**config.mk**
```make
export PLATFORM = sky130hd
export DESIGN_NAME = serial_cla_subtractor
export DESIGN_NICKNAME = d
export VERILOG_FILES = /design/src/rtl/serial_cla_subtractor_pkg.sv /design/src/rtl/serial_cla_subtractor_cla_group_slice.sv /design/src/rtl/serial_cla_subtractor.sv
export SDC_FILE = /design/constraint.sdc
export NUM_CORES = 1
export LEC_CHECK = 0
export ABC_AREA = 1
export CORE_AREA = 2 2 114 83
export DETAILED_ROUTE_END_ITERATION = 8
export DIE_AREA = 0 0 116 85
export PLACE_DENSITY = 0.53
export SETUP_SLACK_MARGIN = 0.05
export SLEW_MARGIN = 20
export SYNTH_ARGS = -nofsm -noshare
export SYNTH_HDL_FRONTEND = slang
export SYNTH_SLANG_ARGS = --single-unit
```
**constraint.sdc**
```tcl
create_clock -name clk -period 2.15 [get_ports clk]
set_input_delay 0.43 -clock clk [delete_from_list [all_inputs] [get_ports clk]]
set_output_delay 0.43 -clock clk [all_outputs]
set_load 0.02 [all_outputs]
```
**src/rtl/serial_cla_subtractor_pkg.sv**
```systemverilog
// Shared types and sizing helpers for the serial CLA subtractor.
package sub_pkg;

    typedef enum logic [1:0] {
        IDLE = 2'd0,
        BUSY = 2'd1,
        DONE = 2'd2
    } state_e;

    localparam int DEF_WIDTH = 16;
    localparam int DEF_GROUP = 4;

    function automatic int ngroups(input int width, input int group);
        return width / group;
    endfunction

    // Group index needs at least one bit even when a single group covers the word.
    function automatic int idx_width(input int n);
        return (n > 1) ? $clog2(n) : 1;
    endfunction

endpackage

```
**src/rtl/serial_cla_subtractor_cla_group_slice.sv**
```systemverilog
// Combinational GROUP-bit carry-lookahead adder, zero latency, no flow control.
// Carries are flattened sum-of-products terms of generate/propagate, plus group P/G.
module cla_group_slice #(
    parameter int GROUP = 4
) (
    input  logic [GROUP-1:0] a,
    input  logic [GROUP-1:0] b,
    input  logic             c_in,
    output logic [GROUP-1:0] s,
    output logic             c_out,
    output logic             p_grp,
    output logic             g_grp
);

    logic [GROUP-1:0] p;
    logic [GROUP-1:0] g;
    logic [GROUP:0]   gx;
    logic [GROUP:0]   c;

    assign p  = a ^ b;
    assign g  = a & b;
    // gx[0] is the incoming carry; gx[j] for j>0 is generate of bit j-1.
    assign gx = {g, c_in};

    always_comb begin
        logic term;
        c     = '0;
        g_grp = 1'b0;
        c[0]  = c_in;
        for (int i = 0; i < GROUP; i++) begin
            for (int j = 0; j <= i + 1; j++) begin
                term = gx[j];
                for (int k = j; k <= i; k++) begin
                    term = term & p[k];
                end
                c[i+1] = c[i+1] | term;
            end
        end
        for (int j = 1; j <= GROUP; j++) begin
            term = gx[j];
            for (int k = j; k < GROUP; k++) begin
                term = term & p[k];
            end
            g_grp = g_grp | term;
        end
    end

    assign s     = p ^ c[GROUP-1:0];
    assign c_out = c[GROUP];
    assign p_grp = &p;

endmodule

```
**src/rtl/serial_cla_subtractor.sv**
```systemverilog
// Serial WIDTH-bit subtractor, one GROUP slice per cycle; result NGROUPS cycles after accept,
// held in DONE until out_ready. Define SUB_OVERFLOW_EN to add the two's-complement ovf output.
module serial_cla_subtractor
    import sub_pkg::*;
#(
    parameter int WIDTH = DEF_WIDTH,
    parameter int GROUP = DEF_GROUP
) (
    input  logic             clk,
    input  logic             rst,
    input  logic             in_valid,
    output logic             in_ready,
    input  logic [WIDTH-1:0] minuend,
    input  logic [WIDTH-1:0] subtrahend,
    input  logic             b_in,
    output logic             out_valid,
    input  logic             out_ready,
    output logic [WIDTH-1:0] diff,
    output logic             b_out
`ifdef SUB_OVERFLOW_EN
    ,
    output logic             ovf
`endif
);

    localparam int NGROUPS = ngroups(WIDTH, GROUP);
    localparam int IDXW    = idx_width(NGROUPS);
    localparam logic [IDXW-1:0] LAST_IDX = IDXW'(NGROUPS - 1);

    state_e            state_q, state_d;
    logic [WIDTH-1:0]  a_q, a_d;
    logic [WIDTH-1:0]  b_q, b_d;
    logic              borrow_q, borrow_d;
    logic [IDXW-1:0]   idx_q, idx_d;
    logic [WIDTH-1:0]  diff_q, diff_d;
    logic              bout_q, bout_d;
    logic              ovf_q, ovf_d;

    logic              accept;
    logic [GROUP-1:0]  a_slice;
    logic [GROUP-1:0]  nb_slice;
    logic [GROUP-1:0]  sum;
    logic              c_out;
    logic              grp_p;
    logic              grp_g;
    logic              unused_pg;

    assign in_ready  = ~rst & ((state_q == IDLE) | ((state_q == DONE) & out_ready));
    assign accept    = in_valid & in_ready;
    assign out_valid = (state_q == DONE);
    assign diff      = diff_q;
    assign b_out     = bout_q;

    assign a_slice   = a_q[int'(idx_q)*GROUP +: GROUP];
    assign nb_slice  = ~b_q[int'(idx_q)*GROUP +: GROUP];
    // Subtraction as A + ~B + ~borrow: a carry out of the slice means no borrow.
    cla_group_slice #(.GROUP(GROUP)) u_slice (
        .a     (a_slice),
        .b     (nb_slice),
        .c_in  (~borrow_q),
        .s     (sum),
        .c_out (c_out),
        .p_grp (grp_p),
        .g_grp (grp_g)
    );
    assign unused_pg = grp_p ^ grp_g;

    always_comb begin
        state_d  = state_q;
        a_d      = a_q;
        b_d      = b_q;
        borrow_d = borrow_q;
        idx_d    = idx_q;
        diff_d   = diff_q;
        bout_d   = bout_q;
        ovf_d    = ovf_q;
        case (state_q)
            IDLE: ;
            BUSY: begin
                diff_d[int'(idx_q)*GROUP +: GROUP] = sum;
                borrow_d = ~c_out;
                if (idx_q == LAST_IDX) begin
                    bout_d  = ~c_out;
                    ovf_d   = (a_q[WIDTH-1] != b_q[WIDTH-1]) & (sum[GROUP-1] != a_q[WIDTH-1]);
                    state_d = DONE;
                end else begin
                    idx_d = idx_q + 1'b1;
                end
            end
            DONE: if (out_ready) state_d = IDLE;
            default: state_d = IDLE;
        endcase
        // accept can only fire in IDLE or DONE, never while BUSY.
        if (accept) begin
            a_d      = minuend;
            b_d      = subtrahend;
            borrow_d = b_in;
            idx_d    = '0;
            state_d  = BUSY;
        end
    end

    always_ff @(posedge clk or posedge rst) begin
        if (rst) begin
            state_q  <= IDLE;
            a_q      <= '0;
            b_q      <= '0;
            borrow_q <= 1'b0;
            idx_q    <= '0;
            diff_q   <= '0;
            bout_q   <= 1'b0;
            ovf_q    <= 1'b0;
        end else begin
            state_q  <= state_d;
            a_q      <= a_d;
            b_q      <= b_d;
            borrow_q <= borrow_d;
            idx_q    <= idx_d;
            diff_q   <= diff_d;
            bout_q   <= bout_d;
            ovf_q    <= ovf_d;
        end
    end

`ifdef SUB_OVERFLOW_EN
    assign ovf = ovf_q;
`else
    logic unused_ovf;
    assign unused_ovf = ovf_q;
`endif

endmodule

```
; After elaboration in Yosys (flattened, before gate mapping)
; Index checks and enable logic that the tools add are counted.
[word_totals]
out_inout_bits = 19
input_bits = 37
ff_bits = 54
word_cells = 66
[op_classes]
shifts = 4
bitwise = 31
n_mux = 10
n_eq_ne = 7
add_sub_neg = 2
reduce_logical = 5
[op_table]
columns = op, n
row1 = $neg A4 Y33, 1
row2 = $shift A4 B33 Y16 const A, 1
row3 = $shiftx A4 B33 Y16, 1
row4 = $shiftx A16 B5 Y4, 2
row5 = $bwmux W16, 1
row6 = $and A1 B1 Y1, 13
row7 = $mux W2, 6
row8 = $or A1 B1 Y1, 11
row9 = $xor A4 B4 Y4, 2
row10 = $pmux W2 S3, 1
row11 = $and A4 B4 Y4, 1
row12 = $eq A2 B2 Y1 const B, 2
row13 = $ne A2 B2 Y1 const B, 2
row14 = $not A4 Y4, 1
row15 = $reduce_and A2 Y1, 2
row16 = $ne A3 B1 Y1 const B, 1
row17 = $ne A3 B3 Y1 const B, 1
row18 = $not A1 Y1, 3
row19 = $reduce_and A3 Y1, 1
row20 = $add A2 B1 Y2 const B, 1
row21 = $eq A2 B1 Y1 const B, 1
row22 = $logic_not A2 Y1, 1
row23 = $mux W1, 2
row24 = $reduce_bool A2 Y1, 1

; Depth between registers and ports, before layout
[logic_depth]
ltp_word = 14
ltp_mapped = 15
depth_no_buf = 14

; By module
; A second synthesis with hierarchy kept.
[unflattened]
hier_cells = 344
hier_area_um2 = 2882.8
[modules_own_cells]
columns = module, cells_each, area_per_inst_um2, instances, seq_area_each_um2
row1 = serial_cla_subtractor, 312, 2643.8, 1, 1351.3
row2 = cla_group_slice, 32, 239.0, 1, 0.0

; Least setup slack after synthesis
; OpenSTA, ideal clock, no wires.
[synth_timing]
kind = register -> register
startpoint = register idx_q[0]
endpoint = register diff_q[6], in the netlist diff[6]
required_ns = 2.074
stages_incl_launch_ff = 14
path_buffers = 2
path_slack_ns = -0.115
arrival_time_ns = 2.189
setup_ns = 0.076
period_less_slack_ns = 2.265
cell_sequence = dfrtp_1 > buf_2 > inv_1 > buf_2 > nor2_1 > o22ai_1 > ha_1 > ha_1 > nand2_1 > nand3_1 > xnor2_1 > nor2_1 > nand2_1 > o21ai_1
[synth_via]
elab_chain_cells = 12
word_cells_on_any_way = 22
classes_between = add/sub: 1 / shift: 4 / mux: 1 / bitwise: 16
[synth_lines]
columns = element, line_no
row1 = from (decl), serial_cla_subtractor.sv:34  ; logic [IDXW-1:0] idx_q, idx_d;
row2 = from (signal assigned), serial_cla_subtractor.sv:118  ; idx_q <= idx_d;
row3 = $shiftx A16 B5 Y4, serial_cla_subtractor.sv:55  ; assign nb_slice = ~b_q[int'(idx_q)*GROUP +: GROUP];
row4 = $not A4 Y4, serial_cla_subtractor.sv:55
row5 = $xor A4 B4 Y4, serial_cla_subtractor_cla_group_slice.sv:20  ; assign p = a ^ b;
row6 = $and A1 B1 Y1 (3 in series), serial_cla_subtractor_cla_group_slice.sv:34  ; term = term & p[k];
row7 = $or A1 B1 Y1 (3 in series), serial_cla_subtractor_cla_group_slice.sv:36  ; c[i+1] = c[i+1] | term;
row8 = $xor A4 B4 Y4, serial_cla_subtractor_cla_group_slice.sv:48  ; assign s = p ^ c[GROUP-1:0];
row9 = $shiftx A4 B33 Y16, serial_cla_subtractor.sv:80  ; diff_d[int'(idx_q)*GROUP +: GROUP] = sum;
row10 = $bwmux W16 *, serial_cla_subtractor.sv:80
row11 = to (signal assigned), serial_cla_subtractor.sv:119  ; diff_q <= diff_d;
row12 = to (decl), serial_cla_subtractor.sv:35  ; logic [WIDTH-1:0] diff_q, diff_d;
; Every way passes the cells marked *; elsewhere a longest branch is shown, timed or not.
; A chain may end at the register's enable or synchronous reset.

; Worst setup path in the final report
; Same ends and word-level chain as after synthesis.

==> summary.md <==
| Metric | Value |
|---|---|
| N_diodes | 0 |
| Average wire per standard cell | 13.2 um |
| Crit Path Max Fanout | 7 |
| R2r endpoint | diff[6] |
| Via/cell ratio | 4.30 |
| Antenna Violating Nets Remaining | 0 |
| Outcome | completed |
| Die Y | 85 um |
| RSZ-0062 raised after global routing | yes |
| Die Span X | 116 um |
| Grt total ovfl | 0 |
| Buffers on Ports | 55 |
| Fin area | 3790 um^2 |
| Inserted Clock Buffers | 5 |
| Pin count of the biggest net entering global routing | 55 |
| Post-route insts no fill | 515 |
| Initial antenna violation count | 0 |
| PD cells | 1830 nW/um^2 |
| WL met2 | 2700 um |
| Starting density of the core | 29.5% |
| Root buf cell | clkbuf_16 |
| Syn Area/Cell | 8.16 um^2 |
| Clk_lat worst skew | 0.29 ns |
| Internal power | 3.87 mW |
| Fin nets | 438 |
| Switching Fraction | 44.1% |
| TNS Setup | 0 ns |
| Fin crit share | 99.8% |
| Fin crit period | 2.15 ns |
| Final Wtd Congestion | 0.833 |
| # H-tree levels | 2 |
| Crit path arrival time | 2.36 ns |
| Seq/Total Area, Yosys | 52.2% |
| Max-Cap Viols | 0 |
| Psw | 3.05 mW |
| Peak VDD IR | 0.839 mV |
| Post-synth cell types | 22 |
| Critical path startpoint category | flip-flop |
| Layout cell share with drive strength beyond 1 | 20.2% |
| Setup violators final | 0 |
| Final WL | 6780 um |
| R2R setup slack | 0.005 ns |
| GRT Total Usage | 13.5% |
| Clock Skew | 0.00866 ns |
| First-pass GRT wire length | 10,500 um |
| Vias in the first global route | 2,196 |
| Clk buf depth | 2 |
| Worst hold margin | 0.483 ns |
| Drt first-iter violations | 134 |
| Ys Warns | 0 |
| Die area | 9860 um^2 |
| CTS tree | built |
| Post-Syn Instances | 317 |
| Post-DP HPWL | 4680 um |
| Min-delay src | diff[15] |
| Final Core Density | 43.1% |
| CTS sink cnt | 54 |
| Hold Path Class | reg -> reg |
| RR Startpoint | idx_q[0] |
| Vias post-DR | 2,214 |
| Top Layer Used | met4 |
| R2R depth | 12 |
| Sequential share of power | 25.5% |
| Max-slew violations | 0 |
| Met1 WL | 3680 um |
| Placed cell areas | 3360 um^2 |
| Core box area | 8780 um^2 |
| WL met3 | 356 um |
| CP required | 2.37 ns |
| Final hold vios | 0 |
| Post-synth net total | 365 |
| Floorplan row count | 29 |
| FMAX | 0.466 GHz |
| CTS clk-pin slew, worst paths | 0.07 ns |
| Max-slew headroom | 71.0% |
| Measured slew at the worst slew-check pin | 0.434 ns |
| Hold EP | diff[15] |
| I/O Pins | 56 |
| Cell depth of the worst hold path | 2 |
| Area added between synthesis and finish | 46.4% |
| DR pass1 iterations | 4 |
| DRC Markers | 0 |
| CP Class | reg -> reg |
| # fillers | 897 |
| Yosys reg bits | 54 |
| Post-Syn Area | 2590 um^2 |
| Combinational Power Share | 62.4% |
| Dpl cells | 500 |
| Crit. End Element | flip-flop |
| Clk network pwr share | 12.1% |
| Leakage Power | 1.80 nW |
==> power by group through the flow <==
stage	Combinational [mW]	Sequential (mW)	Clock, mW
global route	4.69	1.82	0.897
detailed placement	2.93	1.74	0
floorplan	1.86	1.76	0
global placement	2.88	1.74	0
CTS	3.12	1.74	0.851
finish	4.31	1.76	0.839
==> placed cells by master (no fill, tap or decap), types with 5 or more instances in the layout <==
cell and instances:
nor2_2 6, clkdlybuf4s50_1 54, o21ai_2 5, inv_1 17, nand2_1 121, nor2_1 17, nand2_2 7, o21ai_1 10
dfrtp_1 52, o21ai_0 21, clkbuf_16 5, buf_4 15, inv_2 5, ha_1 7
==> area by class of cell <==
class	instances	area (um^2)	area share (%)
sequential	54	1350	35.7
multi-input combinational	228	1280	33.8
timing repair buffer	76	741	19.6
tap	124	155	4.10
clock buffer	6	139	3.67
inverter	25	104	2.74
clock inverter	2	16.3	0.429
==> worst max-delay path by stage <==
stage | startpoint | endpoint | slack [ns] | depth (start not counted)
floorplan | idx_q[0] | diff[6] | 0.05 | 13
global placement | out_ready | in_ready | -0.08 | 4
detailed placement | out_ready | in_ready | -0.08 | 4
CTS | idx_q[0] | diff[14] | -0.004 | 11
global route | idx_q[0] | diff[6] | -0.09 | 12
finish | idx_q[0] | diff[6] | 0.005 | 12
==> cells in the mapped netlist (all sizes together) <==
library cell / n / area (um^2)
nand2: 131 / 497
dfrtp: 54 / 1350
o21ai: 36 / 180
nor2: 25 / 93.8
inv: 23 / 86.3
ha: 10 / 125
buf: 9 / 63.8
nand3: 8 / 40.0
a21oi: 5 / 25.0
o22ai: 5 / 31.3
a22o: 2 / 17.5
clkinv: 2 / 8.75
nand4: 2 / 12.5
xnor2: 2 / 17.5
a211oi: 1 / 12.5
clkbuf: 1 / 3.75
fa: 1 / 20.0
==> what timing repair did <==
action | CTS | global route
hold endpoints to repair | 0 | 0
pin swaps | 6 | 17
gates cloned | 0 | 1
gates resized for setup | 14 | 47
endpoints found under the setup margin | 9 | 15
hold buffers | 0 | 0
buffers inserted | 1 | 5
==> per-stage QoR <==
step	worst slack, ns	power [mW]
CTS	-0.00385	5.71
finish	0.00472	6.92
detailed placement	-0.0811	4.67
global placement	-0.0821	4.62
global route	-0.0888	7.41
floorplan	0.0510	3.61
==> state kept, by name (all words and copies together), names as in the netlist <==
| signal | flops |
|---|---|
| borrow_q | 1 |
| b_q | 16 |
| b_out | 1 |
| a_q | 16 |
| idx_q | 2 |
| state_q | 2 |
| diff | 16 |
==> cells by family after synthesis <==
family,count (synthesis),synth area share (%)
and+or+nand+nor,166,24.9
DFF,54,52.2
xor gates and xnor gates,2,0.677
AOI/OAI and AO/OA,49,10.3
adders and majority gates,11,5.61
buffers and inverters,35,6.29
==> critical path: stages (launching register included) <==
cell	delay, ns
dfrtp_2	0.47
buf_6	0.16
nand2_2	0.06
o21ai_2	0.06
a21oi_2	0.15
ha_1	0.27
ha_4	0.19
nand2_4	0.08
nand3_4	0.07
xnor2_2	0.15
nor2_1	0.14
nand2_1	0.11
o21ai_1	0.15
==> per-layer routing <==
layer  vias up  GRT usage (%)
met4         0           3.25
li1       1147              -
met2        56           17.4
met1      1009           22.3
met3         2           3.00
met5         -              0
Note: power is estimated with default switching activity, not from simulation.
